`src/rtl/odu_chan_sched.sv`:
```
// ODU channel scheduler.
// A round-robin scheduler grants one enabled channel a full row of 384-bit
// word slots, then moves on to the next enabled channel. Each channel keeps
// its own row-within-frame counter, which drives the frame/row start flags.
// Configuration uses a small synchronous chip-select bus.
module odu_chan_sched #(
  parameter int NUM_CH         = 8,
  parameter int WORDS_PER_ROW  = 85,
  parameter int ROWS_PER_FRAME = 4
) (
  input  logic        clk,
  input  logic        rst,
  input  logic        cfg_n_cs,
  input  logic        cfg_n_we,
  input  logic        cfg_n_oe,
  input  logic [3:0]  cfg_addr,
  input  logic [15:0] cfg_din,
  output logic [15:0] cfg_dout,
  input  logic        gen_ready,
  output logic        sched_valid,
  output logic [6:0]  sched_chid,
  output logic        sched_fs_start,
  output logic        sched_rs_start
);

  localparam int IDX_W  = (NUM_CH > 1) ? $clog2(NUM_CH) : 1;
  localparam int WORD_W = (WORDS_PER_ROW > 1) ? $clog2(WORDS_PER_ROW) : 1;
  localparam int ROW_W  = (ROWS_PER_FRAME > 1) ? $clog2(ROWS_PER_FRAME) : 1;

  typedef enum logic [1:0] {
    ST_IDLE   = 2'd0,
    ST_SELECT = 2'd1,
    ST_BURST  = 2'd2
  } state_t;

  // Configuration registers
  logic              wr_active;
  logic              wr_prev_reg;
  logic              wr_stb;
  logic              soft_clear_now;
  logic              enable_reg;
  logic              soft_clear_reg;
  logic [NUM_CH-1:0] ch_en_reg;
  logic [6:0]        chid_base_reg;
  logic [15:0]       frame_cnt_reg;
  logic [15:0]       rd_data;
  logic              ch_en_any;

  // Scheduler state
  state_t            state_reg;
  state_t            state_next;
  logic [IDX_W-1:0]  rr_ptr_reg;
  logic [IDX_W-1:0]  cur_idx_reg;
  logic [IDX_W-1:0]  pick_idx;
  logic [6:0]        chid_reg;
  logic [WORD_W-1:0] word_cnt_reg;
  logic [ROW_W-1:0]  row_cnt_reg [NUM_CH];
  logic [ROW_W-1:0]  cur_row;
  logic              xfer;
  logic              row_end;
  logic              row_wrap;

  // Upper data bits are not stored by every register; fold them away.
  logic unused_din;
  assign unused_din = ^cfg_din;

  // A write strobe is the first edge of a cs/we-low window.
  assign wr_active      = ~cfg_n_cs & ~cfg_n_we;
  assign wr_stb         = wr_active & ~wr_prev_reg;
  assign soft_clear_now = wr_stb && (cfg_addr == 4'd0) && cfg_din[1];
  assign ch_en_any      = |ch_en_reg;

  // Config register writes and the self-clearing soft_clear flag
  always_ff @(posedge clk or negedge rst) begin
    if (!rst) begin
      wr_prev_reg    <= 1'b0;
      enable_reg     <= 1'b0;
      soft_clear_reg <= 1'b0;
      ch_en_reg      <= '0;
      chid_base_reg  <= '0;
    end else begin
      wr_prev_reg    <= wr_active;
      soft_clear_reg <= soft_clear_now;
      if (wr_stb) begin
        case (cfg_addr)
          4'd0:    enable_reg    <= cfg_din[0];
          4'd1:    ch_en_reg     <= cfg_din[NUM_CH-1:0];
          4'd2:    chid_base_reg <= cfg_din[6:0];
          default: ;
        endcase
      end
    end
  end

  // Read multiplexer for the addressed register
  always_comb begin
    rd_data = 16'h0000;
    case (cfg_addr)
      4'd0: rd_data = {14'd0, soft_clear_reg, enable_reg};
      4'd1: rd_data = 16'(ch_en_reg);
      4'd2: rd_data = {9'd0, chid_base_reg};
      4'd3: rd_data = {9'd0, 3'(cur_idx_reg), 3'd0, (state_reg != ST_IDLE)};
      4'd4: rd_data = frame_cnt_reg;
      default: rd_data = 16'h0000;
    endcase
  end

  // Registered read data, zero whenever the bus is not reading
  always_ff @(posedge clk or negedge rst) begin
    if (!rst) begin
      cfg_dout <= 16'h0000;
    end else if (!cfg_n_cs && !cfg_n_oe) begin
      cfg_dout <= rd_data;
    end else begin
      cfg_dout <= 16'h0000;
    end
  end

  // Round-robin search: first enabled channel at or after rr_ptr_reg
  always_comb begin
    int  cand;
    logic found;
    cand     = 0;
    found    = 1'b0;
    pick_idx = rr_ptr_reg;
    for (int k = 0; k < NUM_CH; k++) begin
      cand = int'(rr_ptr_reg) + k;
      if (cand >= NUM_CH) cand = cand - NUM_CH;
      if (!found && ch_en_reg[cand]) begin
        pick_idx = IDX_W'(cand);
        found    = 1'b1;
      end
    end
  end

  // FSM state register
  always_ff @(posedge clk or negedge rst) begin
    if (!rst) state_reg <= ST_IDLE;
    else      state_reg <= state_next;
  end

  // FSM next-state logic; soft_clear aborts from any state
  always_comb begin
    state_next = state_reg;
    case (state_reg)
      ST_IDLE:   if (enable_reg && ch_en_any) state_next = ST_SELECT;
      ST_SELECT: state_next = (enable_reg && ch_en_any) ? ST_BURST : ST_IDLE;
      ST_BURST:  if (row_end) state_next = enable_reg ? ST_SELECT : ST_IDLE;
      default:   state_next = ST_IDLE;
    endcase
    if (soft_clear_now) state_next = ST_IDLE;
  end

  // FSM outputs: slot grant and row/frame start flags
  always_comb begin
    sched_valid    = (state_reg == ST_BURST);
    sched_rs_start = sched_valid && (word_cnt_reg == '0);
    sched_fs_start = sched_rs_start && (cur_row == '0);
    sched_chid     = chid_reg;
  end

  assign cur_row  = row_cnt_reg[cur_idx_reg];
  assign xfer     = sched_valid & gen_ready;
  assign row_end  = xfer && (word_cnt_reg == WORD_W'(WORDS_PER_ROW - 1));
  assign row_wrap = (cur_row == ROW_W'(ROWS_PER_FRAME - 1));

  // Channel selection, grant ID and word counter
  always_ff @(posedge clk or negedge rst) begin
    if (!rst) begin
      rr_ptr_reg   <= '0;
      cur_idx_reg  <= '0;
      chid_reg     <= '0;
      word_cnt_reg <= '0;
    end else if (soft_clear_now) begin
      rr_ptr_reg   <= '0;
      cur_idx_reg  <= '0;
      word_cnt_reg <= '0;
    end else begin
      if (state_reg == ST_SELECT && state_next == ST_BURST) begin
        cur_idx_reg <= pick_idx;
        chid_reg    <= chid_base_reg + 7'(pick_idx);
        rr_ptr_reg  <= (pick_idx == IDX_W'(NUM_CH - 1)) ? '0 : pick_idx + 1'b1;
      end
      if (xfer) word_cnt_reg <= row_end ? '0 : word_cnt_reg + 1'b1;
    end
  end

  // Frame counter counts completed frames across all channels
  always_ff @(posedge clk or negedge rst) begin
    if (!rst)                     frame_cnt_reg <= 16'h0000;
    else if (soft_clear_now)      frame_cnt_reg <= 16'h0000;
    else if (row_end && row_wrap) frame_cnt_reg <= frame_cnt_reg + 16'h0001;
  end

  // Independent row-within-frame counter per channel
  generate
    for (genvar gi = 0; gi < NUM_CH; gi++) begin : g_row
      always_ff @(posedge clk or negedge rst) begin
        if (!rst) begin
          row_cnt_reg[gi] <= '0;
        end else if (soft_clear_now) begin
          row_cnt_reg[gi] <= '0;
        end else if (row_end && (cur_idx_reg == IDX_W'(gi))) begin
          row_cnt_reg[gi] <= row_wrap ? '0 : row_cnt_reg[gi] + 1'b1;
        end
      end
    end
  endgenerate

endmodule

```
`config.mk`:
```
export PLATFORM = sky130hd
export DESIGN_NAME = odu_chan_sched
export DESIGN_NICKNAME = d
export VERILOG_FILES = /design/src/rtl/odu_chan_sched.sv
export SDC_FILE = /design/constraint.sdc
export NUM_CORES = 1
export LEC_CHECK = 0
export BUFFER_PORTS_ARGS = -buffer_cell sky130_fd_sc_hd__buf_2
export CAP_MARGIN = 20
export CORE_MARGIN = 2
export CORE_UTILIZATION = 50
export DETAILED_ROUTE_END_ITERATION = 16
export GPL_ROUTABILITY_DRIVEN = 0
export HOLD_SLACK_MARGIN = 0.15
export PLACE_DENSITY = 0.73
export SLEW_MARGIN = 30
export SYNTH_ARGS = -nofsm -noshare
export SYNTH_HDL_FRONTEND = slang
export SYNTH_SLANG_ARGS = --single-unit
```
`constraint.sdc`:
```
create_clock -name clk -period 3.8 [get_ports clk]
set_input_delay 0.76 -clock clk [delete_from_list [all_inputs] [get_ports clk]]
set_output_delay 0.76 -clock clk [all_outputs]
set_load 0.01 [all_outputs]
```
Yosys cells after proc, flatten, opt, wreduce, memory -nomap -nowiden --
Index checks and enable logic that the tools add are counted.
Word-level totals: word-level logic and storage cells 236, bits in registers 88, output and inout port bits 26, bits of input ports 26
Cells by class: magnitude comparators 17, add/subtract/negate cells 27, bitwise logic cells 8, eq/ne operators 17, multiplexer cells 92, reductions and logical operators 55
Operator list (count):
- less-than comparator 32 x 5 -> 1 bit (second input constant) | 8
- two-way mux 32 bit | 8
- one-hot mux 16 bit (5 select lines) | 1
- two-way mux 2 bit | 30
- two-way mux 16 bit | 3
- two-way mux 3 bit | 13
- subtractor 4 x 4 -> 5 bit (second input constant) | 7
- greater-or-equal comparator 4 bit (second input constant) | 8
- binary-select mux 1 bit (select 3 bit) | 8
- logical AND 1 bit | 24
- two-way mux 1 bit | 24
- nonzero test 2 bit | 12
- two-way mux 7 bit | 3
- adder 16 x 1 -> 16 bit (second input constant) | 1
- adder 2 x 1 -> 2 bit (second input constant) | 8
- adder 3 x 3 -> 4 bit (second input constant) | 4
- equality test 3 bit (second input constant) | 5
- logical NOT 1 bit | 9
- adder 3 x 2 -> 4 bit (second input constant) | 2
- equality test 4 x 2 -> 1 bit (second input constant) | 2
- AND reduction 2 bit | 4
- OR reduction 8 bit | 1
- adder 7 x 1 -> 7 bit (second input constant) | 1
- adder 7 x 3 -> 7 bit | 1
- other kinds (20) | 29

Depth between registers and ports, before layout --
word-level depth 31, gate-level depth with buffers 18, depth with buffers taken out 16

Worst setup path after synthesis --
OpenSTA, ideal clock, no wires.
kind reg2reg, start point register rr_ptr_reg[1], end point register chid_reg[6] (netlist: sched_chid[6]), setup slack -0.009 ns, required time 3.717 ns, arrival time 3.726 ns, library setup time 0.083 ns, cell stages (with the launch flop) 17, clock period less this slack 3.809 ns, path buffers 2, cells stage by stage dfrtp_1 -> buf_2 -> inv_1 -> ha_1 -> buf_6 -> mux4_2 -> mux2_1 -> o211ai_2 -> o21ai_2 -> xnor2_1 -> ha_1 -> inv_1 -> fa_1 -> nor2b_1 -> o2111ai_1 -> xor2_1 -> o21ai_0
On the way: cells in the longest elaborated chain, start to end 28, elaborated cells between the ends (all ways) 85, those cells by class add/sub (16); order compare (8); mux (47); reduce/logical (14)
Ends and longest elaborated chain:
- start: declaration | RTL line 52 | logic [IDX_W-1:0] rr_ptr_reg;
- start signal: assignment | RTL line 182 | rr_ptr_reg <= (pick_idx == IDX_W'(NUM_CH - 1)) ? '0 : pick_idx + 1'b1;
- branches (longest 26 deep; another with subtractor 4 x 4 -> 5 bit)
- two-way mux 3 bit (*) | RTL line 129 | if (!found && ch_en_reg[cand]) begin
- adder 7 x 3 -> 7 bit (*) | RTL line 181 | chid_reg <= chid_base_reg + 7'(pick_idx);
- end signal: assignment | RTL line 181
- end: declaration | RTL line 55 | logic [6:0] chid_reg;
Mark *: on every way between the ends. The select of a mux whose other input is x is not followed. A chain may end at the register's enable or synchronous reset.

Final worst setup path --
start point register rr_ptr_reg[0], end point register chid_reg[5] (netlist: sched_chid[5])
Same word-level chain as after synthesis.

==> results by group <==
Status
  • Status: complete, no violations

Timing
  • # setup viols final: 0
  • Worst Setup Slack, final: 0.115 ns
  • Crit path time final: 3.68 ns
  • Actual slew at the worst max-slew pin: 0.786 ns
  • Fmax: 271 MHz
  • Max-slew headroom: 47.6%
  • Final period util: 97.0%
  • Final Max Tran Viols: 0
  • Final Hold Vio Count: 0
  • Clock Skew: 0.00816 ns
  • Hold WS: 0.435 ns

Power and ir drop
  • P_leak: 2.63 nW
  • Net Sw Frac: 39.5%
  • Peak VDD IR: 0.274 mV
  • Internal power: 0.00219 W
  • Power Total: 0.00362 W
  • Sequential share of power: 33.3%
  • Comb pwr share: 48.6%
  • PD cells: 629 nW/um2
  • Net switching power: 0.00143 W
  • Clk pwr share: 18.2%

Yosys
  • EDFF count, synth: 0
  • Synth warn: 0
  • Top_reg_cell synth: dfrtp_1
  • Synth Instances: 489
  • Cell variety after synth: 64
  • Mapped cell area: 4980 um2
  • Synth area leader: dfrtp_1
  • Top cell type's share of synthesized area: 44.2%
  • Yosys reg bits: 88
  • Synth area leaders: dfrtp_1 (44%), mux4_2 (5.9%), nor2_1 (4.6%)
  • Mean Syn Cell Area: 10.2 um2
  • Asr flop ratio synth: 100%
  • Syn Nets: 526
  • Seq/Total Area, Yosys: 44.2%

Layout
  • Commonest non-fill, non-tap cell in the layout: dfrtp_1
  • Layout Nets: 585
  • Antenna diodes: 0
  • Fin cells: 686
  • Filler cell count: 839
  • Layout cell share with drive strength beyond 1: 25.7%
  • Most frequent cells in the layout: dfrtp_1 (88), nor2_1 (61), buf_2 (42), nand2_1 (40), a21oi_1 (27)
  • Final Util: 59.2%
  • Area delta synth->final: 15.6%

Placed design
  • Placed Cells incl. Taps: 663
  • DP Worst Slack: -0.0742 ns
  • Dpl hpwl: 8.00 mm
  • IO buf count: 43

Clock tree
  • Clock sinks: 88
  • CTS tree: done
  • Htree depth: 3
  • CTS Hold Buffers Added: 0
  • Clock transition at path regs: 0.09 ns
  • Worst-case clock buffer depth: 2
  • Total clock buffers created by CTS: 9
  • Clock insertion delay at the later pin of the skew report: 0.36 ns
  • Clock root cell: clkbuf_8

Run
  • Max-Cap Viols: 0

Floorplan
  • Ports: 52
  • Initial Utilization: 51.2%
  • Die H: 104 um
  • Core area: 9730 um2
  • Die Span X: 104 um
  • Die Area: 10800 um2
  • Row count: 36

Global routing
  • GRT Total Usage: 21.9%
  • Initial antenna violation count: 0
  • Global-route wire length before repair: 19.3 mm
  • Vias in the first global route: 3968
  • Global route overflow: 0
  • Pin count of the biggest net entering global routing: 89

Worst setup path
  • Critical path class: reg2reg
  • Critical Path RT: 4.04 ns
  • CP Max Fanout: 7
  • Critical path cell sequence: inv_1 > ha_4 > buf_12 > mux2i_1 > mux4_2 > a22oi_4 > nor2b_4 > a221oi_1 > o22a_1 > o21ai_4 > inv_2 > ha_1 > a21o_1 > a21oi_2 > nor2_1 > xnor2_1 > o21ai_1
  • Slowest-stage cell, CP: mux4_2
  • Crit end category: register
  • Crit path from: rr_ptr_reg[0]$_DFFE_PN0P_
  • CP Data Arrival Time: 3.93 ns
  • Max incr delay on CP: 0.54 ns
  • CP startpoint kind: register
  • Reg-to-reg startpoint: rr_ptr_reg[0]$_DFFE_PN0P_

Detailed routing
  • DR WL/cell: 16.6 um
  • Vias: 3959
  • Starting DRC count in detailed routing: 231
  • DRC violations left: 0
  • Vias/cell: 5.77
  • Drt pass-1 iters: 5
  • Final WL: 11.4 mm
  • DRT antenna net count: 0

Worst hold path
  • Worst min-delay path class: in2async
## Yosys cell counts (2+ instances only)
library cell and count:
a22oi_1 3, a32oi_1 3, nor2b_1 2, nand2_1 40
buf_6 2, a21boi_0 2, a21oi_1 28, o21ai_2 2
nand2b_1 8, nand3b_1 4, or3_1 2, mux4_2 13
a211oi_1 9, a222oi_1 2, o21ai_1 3, ha_1 10
nand4_1 4, and3_1 8, nor2_1 61, inv_1 14
and2b_1 2, a221oi_1 5, nand3_1 16, xor2_1 16
o31ai_1 3, dfrtp_1 88, a31oi_1 2, nor3b_2 2
mux2_2 18, buf_2 3, nor3_1 10, and2_1 10
clkbuf_1 13, mux2i_1 11, o21ai_0 21, mux2_1 2
xnor2_1 15, buf_1 2, nor4_1 5
## cell type report
class,count,area (um2),share of cell area (%)
well taps,133,166,2.89
flip-flops and latches,88,2200,38.2
clock buffers,10,128,2.22
inverters,16,60.1,1.04
clock inverters,6,67.6,1.17
multi-input cells,365,2710,47.0
repair buffers,68,429,7.45
## per-layer routing
layer,GRT usage [%],vias up,part of all wire (%)
met5,0,-,0
met4,6.37,0,1.7
met3,4.03,20,5.1
met2,36.3,115,49
met1,29.4,1954,44
li1,-,1870,-
## stage by stage
step / setup TNS (ns) / area (um2)
after global placement: 0 / 5420
after global routing: -0.0335 / 5760
after CTS: 0 / 5630
after floorplan: 0 / 4990
after detailed placement: -0.0742 / 5420
final: 0 / 5760
## kinds of logic (layout without fill, tap and decap cells)
family          after synthesis  after routing  synth area share [%]
compound gates               96             96                  12.8
buf+inv                      36            100                  3.09
xor+xnor                     32             32                  5.78
flops                        88             88                  44.2
mux                          46             46                  13.6
fa+ha+maj                    11             11                  2.91
simple gates                180            180                  17.6
## repair_timing
action                     in CTS  in global routing
cloned                          0                  0
hold endpoints to repair        0                  0
setup buffers                   0                  7
setup endpoints to repair       3                  4
gates resized for setup         2                 23
pin swaps                       0                  9
## critical path: cells and delay by family, from the launching register on
kind | cells | cell delay, ns
buffers and inverters | 3 | 0.31
adder cells (fa/ha/maj) | 2 | 0.44
AO/OA/AOI/OAI | 7 | 1.43
multiplexers | 2 | 0.66
flip-flops | 1 | 0.39
XOR/XNOR | 1 | 0.13
AND/OR/NAND/NOR | 2 | 0.18
## final timing paths
path	to	slack (ns)	depth (start not counted)
setup reg to reg	sched_chid[5]$_DFFE_PN0P_	0.12	17
min in group clk	sched_chid[4]$_DFFE_PN0P_	0.50	2
max in group asynchronous	word_cnt_reg[3]$_DFFE_PN0P_	2.81	1
setup / recovery	sched_chid[5]$_DFFE_PN0P_	0.12	17
hold / removal	ch_en_reg[3]$_DFFE_PN0P_	0.43	1
hold reg to reg	sched_chid[4]$_DFFE_PN0P_	0.50	2
## power groups by stage
stage          clock, W  combinational (W)  sequential, W
6_report       0.000659            0.00176        0.00121
5_1_grt        0.000709            0.00192        0.00122
4_1_cts        0.000668            0.00150        0.00120
3_5_place_dp          0            0.00147        0.00122
3_3_place_gp          0            0.00142        0.00121
2_1_floorplan         0            0.00112        0.00114
(Power assumes the default switching activity.)
